### src/rtl/vls_sp_arbiter.sv
// vls_sp_arbiter: two-lane (A/B) scratchpad access controller for the vector
// load/store unit. It accepts one request at a time and arbitrates between the
// lanes round-robin. It holds the scratchpad request until sp_gnt, waits for
// load data, and returns that data to the issuing lane with its vd tag.
//
// Build option:
//   VLS_ARB_FIXED_PRIO_EN  - lane A always wins ties; the priority pointer is
//                            tied to 0 (no round-robin state).
module vls_sp_arbiter #(
  parameter int ADDR_W = 16,
  parameter int DATA_W = 16,
  parameter int VD_W   = 4
) (
  input  logic              CLK,
  input  logic              nRST,
  // lane A
  input  logic              req_a_valid,
  output logic              req_a_ready,
  input  logic              req_a_wen,
  input  logic [ADDR_W-1:0] req_a_addr,
  input  logic [DATA_W-1:0] req_a_wdata,
  input  logic [VD_W-1:0]   req_a_vd,
  // lane B
  input  logic              req_b_valid,
  output logic              req_b_ready,
  input  logic              req_b_wen,
  input  logic [ADDR_W-1:0] req_b_addr,
  input  logic [DATA_W-1:0] req_b_wdata,
  input  logic [VD_W-1:0]   req_b_vd,
  // scratchpad port
  output logic              sp_req,
  output logic              sp_wen,
  output logic [ADDR_W-1:0] sp_addr,
  output logic [DATA_W-1:0] sp_wdata,
  input  logic              sp_gnt,
  input  logic              sp_rvalid,
  input  logic [DATA_W-1:0] sp_rdata,
  // load response
  output logic              rsp_a_valid,
  output logic              rsp_b_valid,
  output logic [DATA_W-1:0] rsp_data,
  output logic [VD_W-1:0]   rsp_vd,
  output logic              busy
);

  typedef enum logic [1:0] {
    IDLE  = 2'd0,
    ISSUE = 2'd1,
    WAIT  = 2'd2,
    RESP  = 2'd3
  } state_e;

  state_e              state_q, state_d;
  logic                owner_q, owner_d;        // 0 = lane A, 1 = lane B
  logic                lat_wen_q, lat_wen_d;
  logic [ADDR_W-1:0]   lat_addr_q, lat_addr_d;
  logic [DATA_W-1:0]   lat_wdata_q, lat_wdata_d;
  logic [VD_W-1:0]     lat_vd_q, lat_vd_d;
  logic [DATA_W-1:0]   rsp_data_q, rsp_data_d;
  logic [VD_W-1:0]     rsp_vd_q, rsp_vd_d;
  logic                prio_q;                  // lane favoured on a tie
  logic                win_b;
  logic                accept;

  // Lane B wins if it is alone, or if both are valid and B holds priority.
  assign win_b  = req_b_valid & (~req_a_valid | prio_q);
  assign accept = (state_q == IDLE) & (req_a_valid | req_b_valid);

  assign req_a_ready = accept & ~win_b;
  assign req_b_ready = accept &  win_b;

`ifdef VLS_ARB_FIXED_PRIO_EN
  // Fixed priority: A always wins ties, so there is no pointer state.
  assign prio_q = 1'b0;
`else
  logic prio_d;

  // After each accept, the lane that lost gets priority on the next tie.
  always_comb begin
    prio_d = prio_q;
    if (accept) prio_d = ~win_b;
  end

  // Round-robin pointer register.
  always_ff @(posedge CLK or negedge nRST) begin
    if (!nRST) prio_q <= 1'b0;
    else       prio_q <= prio_d;
  end
`endif

  // Next-state logic, request latch and response capture.
  always_comb begin
    state_d     = state_q;
    owner_d     = owner_q;
    lat_wen_d   = lat_wen_q;
    lat_addr_d  = lat_addr_q;
    lat_wdata_d = lat_wdata_q;
    lat_vd_d    = lat_vd_q;
    rsp_data_d  = rsp_data_q;
    rsp_vd_d    = rsp_vd_q;
    case (state_q)
      IDLE: begin
        if (accept) begin
          state_d     = ISSUE;
          owner_d     = win_b;
          lat_wen_d   = win_b ? req_b_wen   : req_a_wen;
          lat_addr_d  = win_b ? req_b_addr  : req_a_addr;
          lat_wdata_d = win_b ? req_b_wdata : req_a_wdata;
          lat_vd_d    = win_b ? req_b_vd    : req_a_vd;
        end
      end
      ISSUE: begin
        // sp_rvalid only counts once the request has been granted.
        if (sp_gnt) begin
          if (lat_wen_q) begin
            state_d = IDLE;
          end else if (sp_rvalid) begin
            state_d    = RESP;
            rsp_data_d = sp_rdata;
            rsp_vd_d   = lat_vd_q;
          end else begin
            state_d = WAIT;
          end
        end
      end
      WAIT: begin
        if (sp_rvalid) begin
          state_d    = RESP;
          rsp_data_d = sp_rdata;
          rsp_vd_d   = lat_vd_q;
        end
      end
      RESP:    state_d = IDLE;
      default: state_d = IDLE;
    endcase
  end

  // State, latch and response registers. Reset also aborts any transaction.
  always_ff @(posedge CLK or negedge nRST) begin
    if (!nRST) begin
      state_q     <= IDLE;
      owner_q     <= 1'b0;
      lat_wen_q   <= 1'b0;
      lat_addr_q  <= '0;
      lat_wdata_q <= '0;
      lat_vd_q    <= '0;
      rsp_data_q  <= '0;
      rsp_vd_q    <= '0;
    end else begin
      state_q     <= state_d;
      owner_q     <= owner_d;
      lat_wen_q   <= lat_wen_d;
      lat_addr_q  <= lat_addr_d;
      lat_wdata_q <= lat_wdata_d;
      lat_vd_q    <= lat_vd_d;
      rsp_data_q  <= rsp_data_d;
      rsp_vd_q    <= rsp_vd_d;
    end
  end

  // The request fields come straight from the latch, so they stay stable
  // for the whole of a grant stall.
  assign sp_req      = (state_q == ISSUE);
  assign sp_wen      = lat_wen_q;
  assign sp_addr     = lat_addr_q;
  assign sp_wdata    = lat_wdata_q;

  assign rsp_a_valid = (state_q == RESP) & ~owner_q;
  assign rsp_b_valid = (state_q == RESP) &  owner_q;
  assign rsp_data    = rsp_data_q;
  assign rsp_vd      = rsp_vd_q;
  assign busy        = (state_q != IDLE);

endmodule

### config.mk
export PLATFORM = sky130hd
export DESIGN_NAME = vls_sp_arbiter
export DESIGN_NICKNAME = d
export VERILOG_FILES = /design/src/rtl/vls_sp_arbiter.sv
export SDC_FILE = /design/constraint.sdc
export NUM_CORES = 1
export LEC_CHECK = 0
export ABC_AREA = 1
export BUFFER_PORTS_ARGS = -buffer_cell sky130_fd_sc_hd__buf_2
export CAP_MARGIN = 5
export CORE_UTILIZATION = 35
export CTS_BUF_LIST = sky130_fd_sc_hd__clkbuf_8
export DETAILED_ROUTE_END_ITERATION = 8
export GPL_ROUTABILITY_DRIVEN = 0
export HOLD_SLACK_MARGIN = 0.02
export PLACE_DENSITY = 0.68
export REMOVE_ABC_BUFFERS = 1
export SETUP_SLACK_MARGIN = 0.4
export SYNTH_ARGS = -nofsm -noshare
export SYNTH_HDL_FRONTEND = slang
export SYNTH_SLANG_ARGS = --single-unit
### constraint.sdc
create_clock -name CLK -period 2.5 [get_ports CLK]
set_input_delay 0.5 -clock CLK [delete_from_list [all_inputs] [get_ports CLK]]
set_output_delay 0.5 -clock CLK [all_outputs]
set_load 0.02 [all_outputs]
==> results.json, run 1 <==
{
  "outcome": "completed",
  "yosysWarningCount": 0,
  "synth_area_um2": 2780,
  "crit_arrival_ns": 1.47,
  "clock_sinks": 61,
  "setup_viol": 0,
  "rows": 32,
  "drive_above_1_share_pct": 38.4,
  "final.setup_skew_ns": 0.00930,
  "die_area_um2": 8290,
  "die_y_um": 91.0,
  "switchingPower_uw": 2260,
  "drt_pass1_iterations": 4,
  "wire_per_inst_um": 14.3,
  "setup_tns_ns": 0,
  "grt_pass1_wl_um": 13700,
  "finalWorstSetupSlack_ns": 0.534,
  "worstMarginPinSlew_ns": 0.986,
  "hp-class": "input port to flip-flop",
  "clockPowerShare_pct": 16.1,
  "cts_max_level": 3,
  "insertion_delay_ns": 0.33,
  "synth_area_per_cell_um2": 8.31,
  "fin_area_um2": 3830,
  "swShare_pct": 45.4,
  "floorplan.initialDensity_pct": 36.1,
  "ys_ff_latch": 61,
  "seq_area_frac_synth_pct": 55.0,
  "netlist_instances": 334,
  "utilization_pct": 49.8,
  "post-place-ws_ns": 0.165,
  "num_antenna_cells": 0,
  "vias_per_cell": 4.92,
  "max_cap_violations": 0,
  "grt.total_usage_pct": 21.3,
  "combPwrFrac_pct": 49.0,
  "clk_pin_slew_worst_paths_ns": 0.07,
  "synth_top_area_share_pct": 55.0,
  "synthToLayoutAreaGrowth_pct": 37.9,
  "place_area_um2": 3610,
  "cp.required_ns": 2.00,
  "crit_type": "flip-flop to primary output",
  "p_leak_uw": 0.00213,
  "worstSetupEndpointType": "primary output",
  "hpwl_um": 5570,
  "cp_max_fo": 14,
  "slew_viol_final": 0,
  "portBuffers": 154,
  "drt_first_iter_violations": 125,
  "root_buffer": "clkbuf_8",
  "num_vias": 2907,
  "die_w_um": 91.0,
  "core_area_um2": 7690,
  "first_global_vias": 2807,
  "rsz0062_at_grt": "no",
  "cts.path.max_buffers": 2,
  "yosys.area.top_type": "dfrtp_1",
  "ys_types": 18,
  "period_share_pct": 78.6,
  "slew_headroom_pct": 34.2,
  "intPower_uw": 2730,
  "cts_buffers": 9,
  "max_freq_mhz": 509,
  "layout.nets": 582,
  "ir_drop_mv": 0.519,
  "min_period_ns": 1.97,
  "wl_um": 8430,
  "p_seq_share_pct": 34.9,
  "overflow": 0,
  "drtAntennaViolNets": 0,
  "yosys-top-cells-area": "dfrtp_1 (55%), nand3_1 (24%), nand2_1 (12%)",
  "finalHoldViolCount": 0,
  "powerDensity_nw_per_um2": 1300,
  "cts_tree": "yes",
  "grt_max_degree": 39,
  "antenna_found_initial": 0,
  "post-route-drc-count": 0,
  "num_io_pins": 155,
  "start_kind": "flip-flop"
}
-- final timing paths --
check	to	slack, ns	cells after the start	from
min reg2reg	rsp_vd[3]	0.47	2	lat_vd_q[3]
max	req_b_ready	0.53	8	prio_q
max in group asynchronous	sp_addr[14]	1.43	3	nRST
min	rsp_data[15]	0.37	3	sp_rdata[15]
max reg2reg	lat_vd_q[1]	0.63	5	flip-flop
min in group asynchronous	rsp_data[11]	0.51	2	nRST
-- per-layer routing --
| metal | vias to the layer above | routed length [um] | global-route usage [%] | share of wire, % |
|---|---|---|---|---|
| met3 | 10 | 643 | 4.44 | 7.6 |
| met4 | 0 | 115 | 8.07 | 1.4 |
| li1 | 1421 | - | - | - |
| met1 | 1335 | 3840 | 27.5 | 46 |
| met2 | 141 | 3830 | 35.2 | 45 |
| met5 | - | 0 | 0 | 0 |
-- cell usage in the layout, fill, tap and decap left out, drive strengths merged --
cell         Yosys  layout
buf             18     163
nand3          134     134
nand2           90      90
dfrtp           61      61
clkbuf           7      13
inv             11      11
nor2             7       9
o21ai            4       4
nor3             2       2
clkinv           0       1
dlygate4sd3      0       1
-- registers in the layout, indices dropped and copies added, names as in the netlist, named ones only --
signal / cells
sp_wen: 1
rsp_vd: 4
rsp_data: 16
sp_addr: 16
lat_vd_q: 4
sp_wdata: 16
owner_q: 1
prio_q: 1
state_q: 1
-- Yosys cell counts --
library cell	instances
buf_1	1
buf_2	14
buf_4	3
clkbuf_1	7
dfrtp_1	61
inv_1	7
inv_2	3
inv_4	1
nand2_1	89
nand2_2	1
nand3_1	133
nand3_2	1
nor2_1	5
nor2_2	1
nor2_4	1
nor3_1	2
o21ai_0	1
o21ai_1	3
-- worst max-delay path, stage by stage (launching register included) --
cell	delay (ns)
dfrtp_1	0.36
inv_1	0.07
nand2_1	0.05
nand2_1	0.09
buf_4	0.24
inv_2	0.05
nand2_1	0.09
inv_1	0.04
buf_2	0.15
-- through the flow --
stage / hold WS (ns) / power [uW] / cells
final: 0.372 / 4990 / 591
after global routing: 0.370 / 5360 / 591
after CTS: 0.355 / 5030 / 591
after detailed placement: 0.310 / 4150 / 573
after global placement: 0.313 / 4100 / 573
after floorplan: 0.204 / 3230 / 309
-- logic make-up (layout without fill, tap and decap cells) --
logic type | after synthesis | in the layout | share of synthesized area (%)
DFF | 61 | 61 | 55.0
and+or+nand+nor | 233 | 235 | 38.3
buffers and inverters | 36 | 189 | 6.00
AOI/OAI and AO/OA | 4 | 4 | 0.721
-- area by class of cell --
class	instances	area, um2
repair buffers	164	848
well taps	102	128
fillers	774	3860
clock buffers	13	179
clock inverters	1	5.00
inverters	11	43.8
flip-flops and latches	61	1530
multi-input cells	239	1100
-- power by group through the flow --
| stage | clock network [uW] | registers, uW | logic, uW |
|---|---|---|---|
| 2_1_floorplan | 0 | 2220 | 1010 |
| 3_3_place_gp | 0 | 1730 | 2360 |
| 3_5_place_dp | 0 | 1740 | 2410 |
| 4_1_cts | 824 | 1740 | 2470 |
| 5_1_grt | 869 | 1800 | 2690 |
| 6_report | 802 | 1740 | 2440 |
-- timing repair --
item,4_1_cts,5_1_grt
setup endpoints to repair,38,0
hold endpoints to repair,3,0
hold buffers,1,0
buffers inserted,1,0
resized for setup,0,0
(Power assumes the default switching activity.)
==> run 2, diff against run 1 <==
- ABC_AREA: 1 -> 0
- PLACE_DENSITY: 0.68 -> 0.69
- clock period: 2.5 -> 1.6 ns (I/O delays scaled with it)
==> run 2 against run 1 <==
  * The flow now finishes with violations (negative setup slack)
  * Power is 120% higher
  * Combinational power grew to 2.7 times the previous value
  * Global-route usage is 2.4 points higher
  * Critical path type unchanged
  * Critical endpoint unchanged
  * Largest power group unchanged
  * Highest routed layer unchanged
==> results.json, run 2 <==
{
  "outcome": "complete, but fails checks",
  "violations": "negative setup slack",
  "vias_per_cell": 5.60,
  "clock_sinks": 61,
  "grt_pass1_wl_um": 16000,
  "num-fill-cells": 645,
  "yosysWarningCount": 0,
  "synthToLayoutAreaGrowth_pct": 73.0,
  "rsz0062_at_grt": "yes",
  "crit_arrival_ns": 1.33,
  "synth_top_family_by_area": "compound AO/OA/AOI/OAI gates",
  "yosys-top-cells-area": "dfrtp_1 (51%), a221o_1 (12%), a21boi_0 (7.2%)",
  "setup_viol": 4,
  "hp-class": "input port to flip-flop",
  "crit_type": "flip-flop to primary output",
  "max_cap_violations": 0,
  "layout.nets": 578,
  "ys_ff_latch": 61,
  "finalWorstSetupSlack_ns": -0.0526,
  "seq_area_frac_synth_pct": 50.5,
  "drt_first_iter_violations": 156,
  "floorplan.initialDensity_pct": 36.4,
  "wl_um": 10800,
  "drt_pass1_iterations": 5,
  "num_antenna_cells": 0,
  "start_kind": "flip-flop",
  "grt.total_usage_pct": 23.7,
  "cts_max_level": 3,
  "setup_tns_ns": -0.146,
  "antenna_found_initial": 0,
  "num_vias": 3313,
  "slew_viol_final": 0,
  "layout_common_cells": "buf_2 (96), buf_6 (66), dfrtp_1 (58)",
  "worstSetupEndpointType": "primary output",
  "synth_top_area_share_pct": 50.5,
  "cts_tree": "yes",
  "powerDensity_nw_per_um2": 2060,
  "ir_drop_mv": 1.13,
  "ys_types": 29,
  "r2r_slack_ns": 0.02,
  "synthAdderAreaFrac_pct": 0,
  "hpwl_um": 6390,
  "grt_max_degree": 62,
  "min_period_ns": 1.65,
  "post-route-drc-count": 0,
  "synth-compound-area-share_pct": 27.8,
  "first_global_vias": 3203,
  "finalHoldViolCount": 0,
  "dp.cells": 523,
  "cts_buffers": 9,
  "p_leak_uw": 0.00248,
  "final_cells": 592,
  "synth-async-reset-ratio_pct": 100,
  "final_common_cell": "buf_2",
  "insertion_delay_ns": 0.34,
  "synth-simple-area-share_pct": 14.4,
  "fin_area_um2": 5230,
  "die_w_um": 94.9,
  "drive_above_1_share_pct": 56.9,
  "hold_slack_ns": 0.200,
  "cp_max_fo": 4,
  "synthXorXnorAreaFrac_pct": 0,
  "synth-edff-count": 0,
  "cp.required_ns": 1.28,
  "cts.path.max_buffers": 2,
  "synth_mux_area_share_pct": 1.49,
  "netlist_instances": 276,
  "overflow": 0,
  "final.setup_skew_ns": 0.0107,
  "portBuffers": 154,
  "worstMarginPinSlew_ns": 0.345,
  "period_share_pct": 103,
  "place_area_um2": 3930,
  "multi_input_area_um2": 1470,
  "yosys.area.top_type": "dfrtp_1",
  "clk_pin_slew_worst_paths_ns": 0.07,
  "rows": 33,
  "synth_area_per_cell_um2": 10.9,
  "synth_most_common_cell": "dfrtp_1",
  "core_area_um2": 8300,
  "drtAntennaViolNets": 0,
  "synthTopCellsByCount": "dfrtp_1 (61), a221o_1 (37), nand3_1 (32), a21boi_0 (29), nand2_1 (21)",
  "slew_headroom_pct": 77.0,
  "die_y_um": 94.9,
  "num_io_pins": 155,
  "root_buffer": "clkbuf_8",
  "register_area_um2": 1530,
  "die_area_um2": 9010,
  "ys.flop_type": "dfrtp_1",
  "utilization_pct": 63.0,
  "max_freq_mhz": 605,
  "synth_area_um2": 3020,
  "wire_per_inst_um": 18.3
}
[run 2: cell count changes after synthesis, sizes merged, moves of 16 or more]
cell    delta
a21boi    +37
a221o     +37
a32oi     +16
nand2     -69
nand3    -102
nand4     +16
[run 2: worst max-delay path, cell delays in order (launching register included)]
cell and delay (ns):
dfrtp_2 0.43, nor2_4 0.18, and3_4 0.26, buf_6 0.13
[run 2: report_power, final]
part	total (uW)	internal (uW)	switching, uW
clock	1240	632	609
combinational	6650	3630	3020
sequential	2900	2310	599
[run 2: logic make-up (layout without fill, tap and decap cells)]
logic type	Yosys count	after routing
simple gates	82	82
buf+inv	33	244
mux	4	4
flops	61	61
compound gates	96	96
[run 2: cell type report]
| cell class | instances | share of cell area, % |
|---|---|---|
| clock buffer | 11 | 2.90 |
| timing repair buffer | 227 | 36.6 |
| inverter | 1 | 0.0718 |
| multi-input combinational | 182 | 28.1 |
| tap | 105 | 2.51 |
| clock inverter | 5 | 0.503 |
| sequential | 61 | 29.3 |
[run 2: path summary, 6_finish.rpt]
kind                                to  depth (start not counted)        start
max                        req_b_ready                          3    flip-flop
min                             sp_wen                          2    req_b_wen
max reg2reg                lat_vd_q[3]                          6       prio_q
min reg2reg                  rsp_vd[0]                          1  lat_vd_q[0]
max in group asynchronous    async pin                          3         nRST
min in group asynchronous  rsp_data[2]                          3         nRST
[run 2: stage by stage]
stage	power (uW)	worst slack (ns)
2_1_floorplan	5410	-0.926
3_3_place_gp	6970	0.134
3_5_place_dp	7110	0.0804
4_1_cts	10200	-0.0345
5_1_grt	11400	-0.0945
6_report	10800	-0.0526
[run 2: per-layer routing]
metal  share of wire, %  global-route usage, %
met2                 49                   39.3
met4               0.99                   8.08
met1                 41                   29.5
met5                  0                      0
met3                8.8                   6.76
[run 2: what timing repair did]
| action | in CTS | in global routing |
|---|---|---|
| setup buffers | 30 | 17 |
| endpoints found under the hold margin | 61 | 0 |
| cloned | 4 | 1 |
| endpoints found under the setup margin | 120 | 120 |
| pin swaps | 4 | 21 |
| resized for setup | 152 | 38 |
| hold buffers | 1 | 0 |
==> run 3, diff against run 2 <==
- SKIP_CTS_REPAIR_TIMING: unset -> 1
- TNS_END_PERCENT: unset -> 30
==> run 3 against run 2 <==
  * Design area fell by 8.3%
  * Clock-buffer cell count did not move
  * Critical path type unchanged
  * The flow still finishes with violations (negative setup slack)
  * Via count decreased by 5.5%
==> results.json, run 3 (synthesis results as in run 2) <==
{
  "outcome": "complete, but fails checks",
  "violations": "negative setup slack",
  "floorplan.initialDensity_pct": 36.4,
  "final_common_cell": "buf_2",
  "finalHoldViolCount": 0,
  "num_io_pins": 155,
  "min-delay-start": "req_b_wen",
  "cp_max_fo": 5,
  "cp_top_family": "flip-flops",
  "rsz0062_at_grt": "yes",
  "setup_viol": 4,
  "period_share_pct": 104,
  "dp.cells": 523,
  "root_buffer": "clkbuf_8",
  "die_area_um2": 9010,
  "slew_viol_final": 0,
  "ir_drop_mv": 1.03,
  "worstMarginPinSlew_ns": 0.340,
  "worstSetupEndpointType": "primary output",
  "wl_um": 10000,
  "portBuffers": 154,
  "dr.max_layer_used": "met4",
  "post-place-ws_ns": 0.0804,
  "drt_pass1_iterations": 4,
  "num_antenna_cells": 0,
  "slew_headroom_pct": 77.3,
  "powerDensity_nw_per_um2": 2070,
  "whs_path_depth": 2,
  "register_area_um2": 1530,
  "whs_endpoint": "sp_wen",
  "hold_slack_ns": 0.208,
  "synthToLayoutAreaGrowth_pct": 58.7,
  "crit_type": "flip-flop to primary output",
  "rows": 33,
  "slowest_delay_ns": 0.46,
  "wl_met2_um": 4790,
  "cts_buffers": 9,
  "die_w_um": 94.9,
  "crit_slowest_cell": "dfrtp_2",
  "cts_tree": "yes",
  "grt_pass1_wl_um": 13900,
  "start_kind": "flip-flop",
  "drt_first_iter_violations": 117,
  "cts.path.max_buffers": 2,
  "timing.reg2reg.worst_path_depth": 4,
  "hpwl_um": 6390,
  "timing.critical_path.from": "state_q[0]",
  "hp-class": "input port to flip-flop",
  "num-fill-cells": 682,
  "multi_input_area_um2": 1430,
  "core_area_um2": 8300,
  "clock_sinks": 61,
  "wirelength_met1_um": 4260,
  "cts_max_level": 3,
  "wl_met3_um": 853,
  "worst-path-buf-inv": 1,
  "vias_per_cell": 5.65,
  "final.setup_skew_ns": 0.00809,
  "max_freq_mhz": 600,
  "die_y_um": 94.9,
  "num_vias": 3132,
  "wire_per_inst_um": 18.0,
  "layout.nets": 540,
  "max_cap_violations": 0,
  "drive_above_1_share_pct": 51.2,
  "finalWorstSetupSlack_ns": -0.0662,
  "r2r_end": "rsp_vd[2]",
  "clk_pin_slew_worst_paths_ns": 0.07,
  "antenna_found_initial": 0,
  "post-route-drc-count": 0,
  "overflow": 0,
  "p_leak_uw": 0.00226,
  "r2r_slack_ns": 0.05,
  "cp.required_ns": 1.28,
  "crit_arrival_ns": 1.35,
  "layout_common_cells": "buf_2 (96), buf_6 (67), dfrtp_1 (58)",
  "grt.total_usage_pct": 20.4,
  "drtAntennaViolNets": 0,
  "final_cells": 554,
  "min_period_ns": 1.67,
  "insertion_delay_ns": 0.33,
  "path_cells": "nor2_4 -> and3_4 -> buf_6",
  "first_global_vias": 2790,
  "reg2reg_from": "state_q[0]",
  "grt_max_degree": 62
}
run 3: cell count changes in the layout (fill, tap and decap cells not counted), sizes merged:
cell  before  now
buf      225  187
run 3: where the power goes:
part	internal [uW]	leakage (uW)	switching, uW
combinational	3010	0.00144	2700
clock	632	0.0000963	598
sequential	2310	0.000732	703
run 3: cell type report:
| class | instances | area share (%) |
|---|---|---|
| well taps | 105 | 2.74 |
| inverters | 1 | 0.0783 |
| clock inverters | 5 | 0.548 |
| multi-input cells | 182 | 29.9 |
| clock buffers | 11 | 3.16 |
| repair buffers | 189 | 31.7 |
| flip-flops and latches | 61 | 31.9 |
run 3: worst max-delay path by stage:
stage	endpoint	slack, ns	cells past startpoint
after detailed placement	sp_addr[9]	0.08	4
after CTS	req_a_ready	-0.23	3
after global routing	req_b_ready	-0.12	3
final	req_b_ready	-0.07	3
after floorplan	req_b_ready	-0.93	2
after global placement	sp_addr[12]	0.13	4
run 3: stage by stage:
step	power [uW]	util (%)	instance area (um2)	setup TNS (ns)
floorplan	5410	-	2850	-42.74
detailed placement	7110	47.4	3930	0
global route	10500	57.8	4790	-0.517
CTS	8370	49.5	4110	-0.746
finish	9940	57.8	4790	-0.205
global placement	6970	47.4	3930	0
run 3: metal layers:
layer / vias to the layer above / GRT usage, %
li1: 1421 / -
met1: 1538 / 26.7
met2: 165 / 31.9
met3: 8 / 6.36
met4: 0 / 6.82
met5: - / 0
